$ cat src/rtl/ahb_ram_slave_pkg.sv
// Shared AHB codes and FSM state type for the AHB RAM slave.
package ahb_ram_slave_pkg;

    localparam logic [1:0] HTRANS_IDLE   = 2'b00;
    localparam logic [1:0] HTRANS_BUSY   = 2'b01;
    localparam logic [1:0] HTRANS_NONSEQ = 2'b10;
    localparam logic [1:0] HTRANS_SEQ    = 2'b11;

    localparam logic [2:0] HSIZE_BYTE = 3'b000;
    localparam logic [2:0] HSIZE_HALF = 3'b001;
    localparam logic [2:0] HSIZE_WORD = 3'b010;

    localparam logic [1:0] HRESP_OKAY  = 2'b00;
    localparam logic [1:0] HRESP_ERROR = 2'b01;

    typedef enum logic [2:0] {
        ST_IDLE,
        ST_WR,
        ST_RD_ISSUE,
        ST_RD_WAIT,
        ST_ERR1,
        ST_ERR2
    } state_t;

    // SEQ is handled exactly like NONSEQ, so only "is this a real beat" matters.
    function automatic logic transfer_req(input logic [1:0] htrans);
        logic req;
        case (htrans)
            HTRANS_IDLE, HTRANS_BUSY: req = 1'b0;
            HTRANS_NONSEQ, HTRANS_SEQ: req = 1'b1;
            default: req = 1'b0;
        endcase
        return req;
    endfunction

endpackage

$ cat src/rtl/ahb_be_decode.sv
// Combinational byte-enable and alignment-error decode for one AHB beat.
module ahb_be_decode
    import ahb_ram_slave_pkg::*;
(
    input  logic [2:0] hsize,
    input  logic [1:0] addr_lo,
    output logic [3:0] be,
    output logic       misalign
);

    // Lane select from size and low address bits; oversize or unaligned flags an error.
    always_comb begin
        be       = 4'b0000;
        misalign = 1'b0;
        case (hsize)
            HSIZE_BYTE: be = 4'b0001 << addr_lo;
            HSIZE_HALF: begin
                be       = addr_lo[1] ? 4'b1100 : 4'b0011;
                misalign = addr_lo[0];
            end
            HSIZE_WORD: begin
                be       = 4'b1111;
                misalign = (addr_lo != 2'b00);
            end
            default: misalign = 1'b1;
        endcase
    end

endmodule

$ cat src/rtl/ahb_ram_slave.sv
// AHB-Lite slave in front of a single-port synchronous word RAM.
//
// state       | meaning
// ST_IDLE     | no data phase pending; ready/OKAY
// ST_WR       | write data phase; wait cycles, then strobe RAM and complete
// ST_RD_ISSUE | read strobe to RAM; bus held off
// ST_RD_WAIT  | extra wait cycles, last cycle returns ram_rdata
// ST_ERR1     | first ERROR cycle (not ready)
// ST_ERR2     | second ERROR cycle (ready)
module ahb_ram_slave
    import ahb_ram_slave_pkg::*;
#(
    parameter int ADDR_WIDTH  = 14,
    parameter int WAIT_STATES = 0
) (
    input  logic                  clk,
    input  logic                  rst_n,
    input  logic                  HSEL,
    input  logic [31:0]           HADDR,
    input  logic [1:0]            HTRANS,
    input  logic [2:0]            HSIZE,
    input  logic [2:0]            HBURST,
    input  logic                  HWRITE,
    input  logic [31:0]           HWDATA,
    input  logic                  HREADY,
    output logic                  HREADYOUT,
    output logic [1:0]            HRESP,
    output logic [31:0]           HRDATA,
    output logic                  ram_ce,
    output logic                  ram_we,
    output logic [ADDR_WIDTH-1:0] ram_addr,
    output logic [3:0]            ram_be,
    output logic [31:0]           ram_wdata,
    input  logic [31:0]           ram_rdata
);

    localparam logic [1:0] WS = 2'(WAIT_STATES);

    state_t                state_q, state_d;
    logic [1:0]            cnt_q, cnt_d;
    logic [ADDR_WIDTH-1:0] addr_q, addr_d;
    logic [3:0]            be_q, be_d;
    logic                  write_q, write_d;

    logic [3:0] dec_be;
    logic       dec_err;
    logic       accept;
    logic       done;

    // Burst type and aliased upper address bits carry no meaning here.
    logic unused_ok;
    assign unused_ok = ^{HBURST, HADDR[31:ADDR_WIDTH+2]};

    ahb_be_decode u_be_decode (
        .hsize    (HSIZE),
        .addr_lo  (HADDR[1:0]),
        .be       (dec_be),
        .misalign (dec_err)
    );

    assign accept    = HSEL & transfer_req(HTRANS) & HREADY;
    assign ram_addr  = addr_q;
    assign ram_wdata = HWDATA;
    assign ram_be    = ram_ce ? be_q : 4'b0000;

    // State register, wait counter and data-phase latch.
    always_ff @(posedge clk or negedge rst_n) begin
        if (!rst_n) begin
            state_q <= ST_IDLE;
            cnt_q   <= 2'd0;
            addr_q  <= '0;
            be_q    <= 4'b0000;
            write_q <= 1'b0;
        end else begin
            state_q <= state_d;
            cnt_q   <= cnt_d;
            addr_q  <= addr_d;
            be_q    <= be_d;
            write_q <= write_d;
        end
    end

    // Next state, bus responses and RAM strobes; a new address phase is taken on any completing cycle.
    always_comb begin
        state_d   = state_q;
        cnt_d     = cnt_q;
        addr_d    = addr_q;
        be_d      = be_q;
        write_d   = write_q;
        HREADYOUT = 1'b1;
        HRESP     = HRESP_OKAY;
        HRDATA    = 32'h0;
        ram_ce    = 1'b0;
        ram_we    = 1'b0;
        done      = 1'b0;

        case (state_q)
            ST_IDLE: done = 1'b1;
            ST_WR: begin
                if (cnt_q != 2'd0) begin
                    HREADYOUT = 1'b0;
                    cnt_d     = cnt_q - 2'd1;
                end else begin
                    ram_ce = 1'b1;
                    ram_we = 1'b1;
                    done   = 1'b1;
                end
            end
            ST_RD_ISSUE: begin
                ram_ce    = 1'b1;
                HREADYOUT = 1'b0;
                state_d   = ST_RD_WAIT;
            end
            ST_RD_WAIT: begin
                if (cnt_q != 2'd0) begin
                    HREADYOUT = 1'b0;
                    cnt_d     = cnt_q - 2'd1;
                end else begin
                    HRDATA = ram_rdata;
                    done   = 1'b1;
                end
            end
            ST_ERR1: begin
                HREADYOUT = 1'b0;
                HRESP     = HRESP_ERROR;
                state_d   = ST_ERR2;
            end
            ST_ERR2: begin
                HRESP = HRESP_ERROR;
                done  = 1'b1;
            end
            default: state_d = ST_IDLE;
        endcase

        if (done) begin
            if (accept) begin
                addr_d  = HADDR[ADDR_WIDTH+1:2];
                be_d    = dec_be;
                write_d = HWRITE;
                cnt_d   = WS;
                if (dec_err)
                    state_d = ST_ERR1;
                else if (HWRITE)
                    state_d = ST_WR;
                else
                    state_d = ST_RD_ISSUE;
            end else begin
                state_d = ST_IDLE;
            end
        end
    end

endmodule

$ cat config.mk
export PLATFORM = sky130hd
export DESIGN_NAME = ahb_ram_slave
export DESIGN_NICKNAME = d
export VERILOG_FILES = /design/src/rtl/ahb_ram_slave_pkg.sv /design/src/rtl/ahb_be_decode.sv /design/src/rtl/ahb_ram_slave.sv
export SDC_FILE = /design/constraint.sdc
export NUM_CORES = 1
export LEC_CHECK = 0
export ABC_AREA = 1
export ABC_CLOCK_PERIOD_IN_PS = 1190
export BUFFER_PORTS_ARGS = -buffer_cell sky130_fd_sc_hd__buf_4
export CORE_MARGIN = 5
export CORE_UTILIZATION = 30
export DETAILED_ROUTE_END_ITERATION = 10
export PLACE_DENSITY = 0.82
export SLEW_MARGIN = 25
export SYNTH_ARGS = -nofsm -noshare
export SYNTH_HDL_FRONTEND = slang
export SYNTH_SLANG_ARGS = --single-unit
$ cat constraint.sdc
create_clock -name clk -period 1.19 [get_ports clk]
set_input_delay 0.0595 -clock clk [delete_from_list [all_inputs] [get_ports clk]]
set_output_delay 0.0595 -clock clk [all_outputs]
set_load 0.01 [all_outputs]
==> metrics.txt, run 1 <==
run status=finished, violations left; violations in the final reports=negative setup slack; clock root buffer=clkbuf_8; total standard cell area after synthesis=1620 um2; number of standard cells in the layout, taps in and fillers out=425; class of the tightest hold or removal check=input port to flop; share of cell area taken by muxes after synthesis=0; cts bufs inserted=3; clock skew=0.00178 ns; total number of placement rows=26; total gr overflow=0; highest-delay cell along the critical path=dfrtp_1; fraction of layout cells with a size suffix above 1=0.518; endpoint type of the worst setup path=flop; share of synthesized cell area in full adder, half adder and majority cells=0; number of slew-limit violations in the final report=0; Stages on worst setup path=10; post-detail-place hpwl=4.09 mm; start of the worst register-to-register path=state_q[0]; required time reported for the critical path endpoint=1.34 ns; sequential fraction of the synthesis area=0.355; flop and latch count out of synthesis=23; largest family of logic cells by synthesized area=simple AND/OR/NAND/NOR gates; areal power density over the cells=1430 nW/um2; die height=83.5 um; effective utilization at floorplan=0.313; most frequent cells after synthesis=nand2_1 (87), nor2_1 (50), buf_4 (34); cell family contributing the most delay on the critical path=simple AND/OR/NAND/NOR gates; final routed wirelength across all metal layers=5.67 mm; crit-path most repeated cell=nand2_1; final-report setup violation count=63; top cells by area in the synthesized netlist=dfrtp_1 (36%), nand2_1 (20%), buf_4 (16%), nor2_1 (12%), inv_1 (3.2%); full die area=6970 um2; maximum buffer depth of the clock tree=2; clock tree from TritonCTS=yes; Syn Nets=357; Area growth syn-to-layout=77.6%; via count of the first global-routing pass=1,818; Min-Delay Startpoint=HADDR[13]; post-detailed-route count of antenna-violating nets=0; xor-xnor portion of the synthesized cell area=0; final standard cell area without fillers=2880 um2; simple-gate area share of the yosys netlist=0.378; vias per cell=4.39; unrepaired setup endpoints after global routing=true; startpoint of the most critical setup path=state_q[0]; worst-path maximum fanout=7; Mapped Cells=248; remaining routing DRC violations=0; worst hold stages=3; leakage dissipation=1.42 nW; number of design-rule violations left by the first detailed-router iteration=54; Placed Cells incl. Taps=401; routed length per instance=13.3 um; IO buf count=110; Critical Path AT=1.60 ns; dpl ws=-0.0977 ns; Critical path buffers and inverters=4; antenna violations before repair=0; Setup crit start kind=flop; instance area at placement=2360 um2; TNS Setup=-13.41 ns; clock-pin slew reported for the worst setup and hold paths after clock tree synthesis=0.08 ns; type of the setup path with the least slack=flop to flop; wire length of the first global-routing pass=8.69 mm; Worst Reg-to-Reg Cells=10; Overall Global Routing Usage=0.147; iteration count of the initial detailed-routing pass=4; portion of the clock cycle consumed by the worst path in the final layout=1.22; count of vias placed by the detailed router=1,865; Max IR drop VDD=1.13 mV; share of flip-flops with an asynchronous set or reset=1.00; core area=5170 um2; count of nets after finishing=465; # diodes=0; number of warning messages in the yosys log=0; minimum setup slack in the final design=-0.263 ns; # fillers=470; die outline width=83.5 um; setup slack on the worst flop-to-flop path=-0.26 ns; synthesized-area fraction occupied by ao, oa, aoi and oai cells=0.0371; area share of the largest cell type after synthesis=0.355; cell type contributing the most total cell area after synthesis=dfrtp_1; count of flip-flops with a built-in enable after synthesis=0; main flop type after synthesis=dfrtp_1; min Tclk post-route=1.45 ns; weighted congestion at the end of routability-driven global placement=0.782; clock sink count=23; maximum number of pins on one net before global-route repair=24; htree depth=1; number of distinct library cell variants in the gate-level netlist after synthesis=23; most frequent cell after synthesis=nand2_1; Avg Synthesized Cell Area=6.53 um2; cell breakdown of the critical path=inv_2 -> nor2_4 -> nand2_4 -> buf_4 -> nand3_4 -> nand2_8 -> clkinv_8 -> clkbuf_16 -> nand2_1 -> nand2_1; I/O pin total=196; maximum frequency from static timing analysis=688 MHz; max-cap check violation count=0; largest incremental delay on the critical path=0.42 ns; number of hold violations in the final report=0; later-pin clock latency in the skew report=0.25 ns
[path summary, 6_finish.rpt]
path	endpoint
setup / recovery	ram_addr[6]
hold / removal	ram_addr[11]
setup reg to reg	ram_addr[6]
hold reg to reg	ram_addr[1]
max in group asynchronous	state_q[2]
min in group asynchronous	ram_addr[1]
[metal layers]
metal | share of wire | wire, um | track usage | vias up
met2 | 0.58 | 3270 | 0.301 | 78
li1 | - | - | - | 927
met3 | 0.097 | 551 | 0.0494 | 10
met5 | 0 | 0 | 0 | -
met4 | 0.011 | 61 | 0.0263 | 0
met1 | 0.31 | 1780 | 0.139 | 850
[worst min-delay path: cells and delay by family]
family	cells	cell delay, ns
buf+inv	1	0.07
simple gates	2	0.10
[flip-flops by register name, indices dropped and copies added (netlist names)]
register,count
cnt_q,2
ram_addr,14
state_q,3
be_q,4
[report_power, final]
group / total [W] / switching (W) / internal (W)
sequential: 0.00131 / 0.000203 / 0.00111
clock: 0.000464 / 0.000226 / 0.000238
combinational: 0.00232 / 0.00118 / 0.00115
[metrics by stage]
step,total power [W],util,hold slack [ns]
final,0.00410,0.556,0.00401
after global placement,0.00307,0.457,-0.0368
after global routing,0.00438,0.556,0.00940
after CTS,0.00403,0.537,0.000585
after detailed placement,0.00312,0.457,-0.0323
after floorplan,0.00226,-,-0.236
[kinds of logic after synthesis]
kind of cell | count (synthesis)
simple gates | 153
buf+inv | 59
flops | 23
compound gates | 12
other cells | 1
[layout make-up]
type | instances | area (um2) | area share
Timing Repair Buffer | 146 | 1250 | 0.434
Sequential cell | 23 | 577 | 0.201
Inverter | 16 | 72.6 | 0.0252
Multi-Input combinational cell | 166 | 845 | 0.294
Tap cell | 70 | 87.6 | 0.0305
Clock buffer | 4 | 45.0 | 0.0157
[timing repair]
action | in CTS | in global routing
hold buffers | 14 | 0
cloned | 1 | 2
setup endpoints to repair | 60 | 63
buffers inserted | 6 | 0
endpoints found under the hold margin | 36 | 0
resized for setup | 58 | 12
pin swaps | 4 | 3
[cell usage in the layout (no fill, tap or decap), types with 2 or more instances in the layout]
master / count
a21oi_1: 3
buf_12: 2
buf_4: 119
buf_6: 6
buf_8: 2
clkbuf_16: 2
clkbuf_8: 3
dfrtp_1: 22
dlygate4sd3_1: 14
inv_1: 13
inv_2: 2
nand2_1: 87
nand3_1: 7
nor2_1: 11
nor2_2: 33
nor2_4: 7
o21ai_0: 4
o21ai_1: 4
No activity file was read; power rests on OpenSTA's default activity.
==> run 2: changes to the inputs <==
--- a/config.mk
+++ b/config.mk
@@ -11,8 +11,9 @@
 export CORE_MARGIN = 5
 export CORE_UTILIZATION = 30
 export DETAILED_ROUTE_END_ITERATION = 10
-export PLACE_DENSITY = 0.82
+export PLACE_DENSITY = 0.8
 export SLEW_MARGIN = 25
 export SYNTH_ARGS = -nofsm -noshare
 export SYNTH_HDL_FRONTEND = slang
+export SYNTH_HIERARCHICAL = 1
 export SYNTH_SLANG_ARGS = --single-unit
==> metrics.txt, run 2 <==
run status=finished, violations left; violations in the final reports=negative setup slack; wire length of the first global-routing pass=9.43 mm (+8.5%); top cells by area in the synthesized netlist=dfrtp_1 (33%), buf_4 (14%), nand2_1 (11%), inv_1 (9.8%), nor2_1 (8.5%); cell breakdown of the critical path=inv_2 -> nand2_2 -> inv_2 -> nand3_4 -> clkbuf_16 -> nor2_2 -> buf_4; clock sink count=23 (unchanged); total number of placement rows=27 (+3.8%); routed length per instance=15.4 um (+15%); wire length on met1=2.21 mm (+24%); TNS Setup=-13.95 ns (-0.542 ns); main flop type after synthesis=dfrtp_1; number of warning messages in the yosys log=6 (+6); antenna violations before repair=0 (unchanged); length of routed met3 wiring=675 um (+23%); number of hold violations in the final report=0 (unchanged); min Tclk post-route=1.54 ns (+0.0888 ns); number of design-rule violations left by the first detailed-router iteration=68 (+26%); most frequent cell after synthesis=nand2_1; number of distinct library cell variants in the gate-level netlist after synthesis=21 (-8.7%); endpoint type of the worst setup path=output pin; total gr overflow=0 (unchanged); total standard cell area after synthesis=1720 um2 (+6.5%); cts bufs inserted=3 (unchanged); number of standard cells in the layout, taps in and fillers out=435 (+2.4%); post-detailed-route count of antenna-violating nets=0 (unchanged); class of the tightest hold or removal check=input port to flop; Mapped Cells=257 (+3.6%); crit-path most repeated cell=inv_2; htree depth=1 (unchanged); Critical Path AT=1.48 ns (-0.12 ns); Area growth syn-to-layout=86.1%; effective utilization at floorplan=0.311 (-0.00181); unrepaired setup endpoints after global routing=true; vias per cell=4.66 (+6.1%); most frequent cells after synthesis=nand2_1 (50), inv_1 (45), nor2_1 (39); highest-delay cell along the critical path=dfrtp_1; area share of the largest cell type after synthesis=0.334 (-0.0217); count of nets after finishing=473 (+1.7%); worst-path maximum fanout=8 (+1); portion of the clock cycle consumed by the worst path in the final layout=1.30 (+0.0746); type of the setup path with the least slack=flop to output pin; required time reported for the critical path endpoint=1.13 ns (-0.21 ns); post-detail-place hpwl=4.48 mm (+9.5%); iteration count of the initial detailed-routing pass=4 (unchanged); largest incremental delay on the critical path=0.40 ns (-0.02 ns); count of vias placed by the detailed router=2,025 (+8.6%); max-cap check violation count=0 (unchanged); maximum number of pins on one net before global-route repair=24 (unchanged); via count of the first global-routing pass=2,034 (+12%); # fillers=483 (+2.8%); Setup crit start kind=flop; cell type contributing the most total cell area after synthesis=dfrtp_1; minimum setup slack in the final design=-0.351 ns (-0.0888 ns); Syn Nets=366 (+2.5%); full die area=7360 um2 (+5.7%); flop and latch count out of synthesis=23 (unchanged); Placed Cells incl. Taps=412 (+2.7%); max reg flops=14 (unchanged); I/O pin total=196 (unchanged); count of flip-flops with a built-in enable after synthesis=0 (unchanged); end-of-flow core utilization=0.579 (+0.0234); share of flip-flops with an asynchronous set or reset=1.00 (unchanged); final-report setup violation count=63 (unchanged); maximum buffer depth of the clock tree=2 (unchanged); die height=85.8 um (+2.8%); fraction of layout cells with a size suffix above 1=0.565 (+0.0464); Max Used Layer=met4; clock-pin slew reported for the worst setup and hold paths after clock tree synthesis=0.08 ns (about the same); Overall Global Routing Usage=0.153 (+0.00658); maximum frequency from static timing analysis=649 MHz (-5.8%); worst hold margin=0.0409 ns (+0.0369 ns); later-pin clock latency in the skew report=0.26 ns (about the same); number of slew-limit violations in the final report=0 (unchanged); Avg Synthesized Cell Area=6.71 um2 (+2.8%); Max IR drop VDD=1.09 mV (-3.6%); most frequent standard cell in the layout excluding fill and tap cells=buf_4; areal power density over the cells=1240 nW/um2 (-13%); core area=5540 um2 (+7.1%); leakage dissipation=1.71 nW (+20%); # diodes=0 (unchanged); clock root buffer=clkbuf_8; weighted congestion at the end of routability-driven global placement=0.830 (+6.1%); most frequent cells in the layout=buf_4 (98), nand2_1 (45), inv_1 (41); sequential fraction of the synthesis area=0.334 (-0.0217); die outline width=85.8 um (+2.8%); met2 wire length=3.76 mm (+15%); final routed wirelength across all metal layers=6.68 mm (+18%); remaining routing DRC violations=0 (unchanged); clock tree from TritonCTS=yes; clock skew=0.00246 ns (+0.000686 ns); IO buf count=110 (unchanged)
[run 2: cell count changes after synthesis, moves of 2 or more]
cell / before / now
clkbuf_1: 6 / 0
a21oi_1: 3 / 1
o21ai_1: 4 / 0
o21ai_0: 5 / 1
nor2_1: 50 / 39
inv_1: 14 / 45
buf_2: 1 / 9
nand3_1: 7 / 22
nand4_1: 1 / 19
nand2_1: 87 / 50
a21boi_0: 0 / 4
[run 2: per-stage QoR]
step	instance area, um2	power (W)	setup WS, ns
after floorplan	1720	0.00213	0.0581
after global placement	2470	0.00296	-0.0257
after detailed placement	2470	0.00300	-0.0869
after CTS	2810	0.00378	-0.276
after global routing	3210	0.00425	-0.432
final	3210	0.00397	-0.351
[run 2: worst max-delay path, delay by kind of cell (launching register included)]
family                 cells  cell delay (ns)
buffers and inverters      4             0.51
DFF                        1             0.40
and+or+nand+nor            3             0.30
[run 2: area by class of cell]
cell class	count	area, um2	area share
Timing Repair Buffer	143	1300	0.404
Multi-Input combinational cell	147	1030	0.320
Sequential cell	23	577	0.180
Inverter	46	173	0.0538
Tap cell	72	90.1	0.0281
Clock buffer	4	45.0	0.0140
[run 2: layer usage]
metal,up-vias,GRT usage
li1,973,-
met1,928,0.154
met2,120,0.304
met3,4,0.0548
met4,0,0.0230
met5,-,0
[run 2: path summary, 6_finish.rpt]
kind,endpoint,cells past startpoint,slack (ns),startpoint
setup / recovery,HRDATA[22],7,-0.35,cnt_q[0]
hold / removal,ram_addr[1],3,0.04,HADDR[3]
setup reg to reg,be_q[3],6,-0.12,state_q[1]
hold reg to reg,be_q[0],2,0.47,be_q[0]
max in group asynchronous,state_q[1],2,0.72,rst_n
min in group asynchronous,ram_addr[8],2,0.23,rst_n
[run 2: power breakdown]
group,internal (W),leakage (nW),switching [W]
Combinational,0.00112,1.39,0.00110
Clock,0.000239,0.0228,0.000248
Sequential,0.00108,0.294,0.000193
Total,0.00243,1.71,0.00154
[run 2: what timing repair did]
action	in CTS	in global routing
resized for setup	49	86
hold endpoints to repair	23	0
setup endpoints to repair	59	63
pin swaps	5	19
gates cloned	3	2
hold buffers	1	0
buffers inserted	9	6
[run 2: kinds of logic (layout without fill, tap and decap cells)]
family	count (synthesis)	count (layout)	share of synthesized area
other cells	1	1	0.00217
buf+inv	89	193	0.276
compound gates	7	7	0.0268
flops	23	23	0.334
simple gates	137	139	0.361
==> run 3: changes to the inputs <==
--- a/config.mk
+++ b/config.mk
@@ -8,10 +8,12 @@
 export ABC_AREA = 1
 export ABC_CLOCK_PERIOD_IN_PS = 1190
 export BUFFER_PORTS_ARGS = -buffer_cell sky130_fd_sc_hd__buf_4
+export CELL_PAD_IN_SITES_DETAIL_PLACEMENT = 1
+export CELL_PAD_IN_SITES_GLOBAL_PLACEMENT = 2
 export CORE_MARGIN = 5
-export CORE_UTILIZATION = 30
+export CORE_UTILIZATION = 13
 export DETAILED_ROUTE_END_ITERATION = 10
-export PLACE_DENSITY = 0.8
+export PLACE_DENSITY = 0.79
 export SLEW_MARGIN = 25
 export SYNTH_ARGS = -nofsm -noshare
 export SYNTH_HDL_FRONTEND = slang
==> metrics.txt, run 3 (synthesis gave the netlist of run 2 again) <==
weighted congestion at the end of routability-driven global placement=0.766 (-7.7%); number of hold violations in the final report=0 (unchanged); sequential share of power=0.281 (-0.038); number of standard cells in the layout, taps in and fillers out=540 (+24%); clock skew=0.00188 ns (-0.000585 ns); most frequent standard cell in the layout excluding fill and tap cells=buf_4; violations in the final reports=negative setup slack; iteration count of the initial detailed-routing pass=4 (unchanged); most frequent cells in the layout=buf_4 (116), inv_1 (40), nand2_1 (36); routed length per instance=13.5 um (-12%); leakage dissipation=1.72 nW (+0.62%); Placed Cells incl. Taps=516 (+25%); final routed wirelength across all metal layers=7.31 mm (+9.4%); maximum frequency from static timing analysis=654 MHz (+0.84%); areal power density over the cells=1400 nW/um2 (+13%); minimum setup slack in the final design=-0.339 ns (+0.0128 ns); dpl ws=-0.192 ns (-0.105 ns); maximum number of pins on one net before global-route repair=24 (unchanged); area of combinational cells with multiple inputs=1020 um2 (-0.97%); vias per cell=3.82 (-18%); Max IR drop VDD=0.794 mV (-27%); Setup crit start kind=flop; cts bufs inserted=3 (unchanged); clock-pin slew reported for the worst setup and hold paths after clock tree synthesis=0.06 ns (-0.02 ns); TNS Setup=-14.38 ns (-0.430 ns); endpoint type of the worst setup path=output pin; post-detail-place hpwl=5.20 mm (+16%); # fillers=1,549 (+220%); max-cap check violation count=0 (unchanged); die outline width=125 um (+46%); type of the setup path with the least slack=flop to output pin; portion of total power attributed to combinational logic=0.559 (about the same); total number of placement rows=42 (+56%); post-detailed-route count of antenna-violating nets=0 (unchanged); number of design-rule violations left by the first detailed-router iteration=24 (-65%); core area=13,100 um2 (+140%); required time reported for the critical path endpoint=1.13 ns (about the same); clock tree from TritonCTS=yes; relative contribution of the clock network to total power=0.160 (+0.037); count of vias placed by the detailed router=2,063 (+1.9%); effective utilization at floorplan=0.131 (-0.180); worst-path maximum fanout=8 (unchanged); IO buf count=110 (unchanged); portion of the clock cycle consumed by the worst path in the final layout=1.28 (-0.0108); min Tclk post-route=1.53 ns (-0.0128 ns); count of nets after finishing=474 (+0.21%); later-pin clock latency in the skew report=0.26 ns (about the same); cell-internal power=0.00287 W (+18%); I/O pin total=196 (unchanged); Overall Global Routing Usage=0.0900 (-0.0632); full die area=15,700 um2 (+110%); total gr overflow=0 (unchanged); Overall Power=0.00465 W (+17%); # diodes=0 (unchanged); power dissipated by switching net loads=0.00178 W (+16%); run status=finished, violations left; clock root buffer=clkbuf_16; Area growth syn-to-layout=92.3%; maximum buffer depth of the clock tree=2 (unchanged); htree depth=1 (unchanged); class of the tightest hold or removal check=input port to flop; clock sink count=23 (unchanged); remaining routing DRC violations=0 (unchanged); fraction of layout cells with a size suffix above 1=0.588 (+0.0232); antenna violations before repair=0 (unchanged); via count of the first global-routing pass=2,321 (+14%); switching part of the total=0.382 (-0.00496); number of slew-limit violations in the final report=0 (unchanged); wire length of the first global-routing pass=12.0 mm (+27%); unrepaired setup endpoints after global routing=true; max reg flops=14 (unchanged); sequential cell area in the final layout=578 um2 (+0.22%); die height=125 um (+46%); final-report setup violation count=63 (unchanged); Critical Path AT=1.47 ns (about the same)
==> run 3: cell types whose count changed in the layout (fill, tap and decap cells not counted), moves of 2 or more <==
| cell | change |
|---|---|
| buf_12 | +3 |
| buf_4 | +18 |
| buf_6 | -20 |
| clkbuf_16 | +2 |
| clkbuf_8 | -3 |
| nand2_1 | -9 |
| nand2_2 | +7 |
| nand2_4 | +2 |
| nand3_1 | +2 |
| nand3_2 | -3 |
| nand3_4 | +2 |
| nor2_1 | +3 |
| nor2_2 | +10 |
| nor2_4 | -13 |
==> run 3: power by group through the flow <==
stage,logic [W],registers (W),clock network [W]
after floorplan,0.000783,0.00135,0
after global placement,0.00178,0.00129,0
after detailed placement,0.00184,0.00129,0
after CTS,0.00244,0.00130,0.000759
after global routing,0.00282,0.00134,0.000787
final,0.00260,0.00131,0.000746
==> run 3: worst max-delay path, stage by stage (launching register included) <==
cell and delay (ns):
dfrtp_2 0.44, nor2_4 0.16, nand3_4 0.16, buf_12 0.21, nor2_4 0.12, buf_6 0.12
==> run 3: worst paths after layout <==
path,end,cells past startpoint,slack (ns),startpoint
worst max-delay path,HRDATA[21],5,-0.34,state_q[2]
worst min-delay path,ram_addr[1],3,0.05,HADDR[3]
worst max register to register,state_q[1],9,-0.15,state_q[0]
worst min register to register,be_q[3],2,0.48,be_q[3]
max in group asynchronous,state_q[1],2,0.70,rst_n
min in group asynchronous,ram_addr[6],2,0.23,rst_n
==> run 3: per-layer routing <==
metal | up-vias | share of wire | global-route usage
met5 | - | 0 | 0
li1 | 985 | - | -
met4 | 0 | 0.011 | 0.0166
met3 | 10 | 0.072 | 0.0226
met2 | 83 | 0.55 | 0.178
met1 | 985 | 0.36 | 0.0964
==> run 3: timing repair <==
item	CTS	global route
cloned	5	0
setup buffers	12	2
endpoints found under the hold margin	23	0
gates resized for setup	88	27
setup endpoints to repair	62	63
hold buffers	1	0
pin swaps	6	13
==> run 3: per-stage QoR <==
stage,hold slack [ns],util,cell area [um2]
3_5_place_dp,-0.0167,0.200,2620
4_1_cts,0.0555,0.244,3200
5_1_grt,0.0696,0.252,3320
3_3_place_gp,-0.0303,0.200,2620
2_1_floorplan,-0.236,-,1720
6_report,0.0504,0.252,3320
==> run 3: cell type report <==
class	instances	share of cell area
Clock buffer	3	0.0226
Clock inverter	1	0.00151
Inverter	46	0.0536
Multi-Input combinational cell	148	0.307
Sequential cell	23	0.174
Tap cell	176	0.0664
Timing Repair Buffer	143	0.374
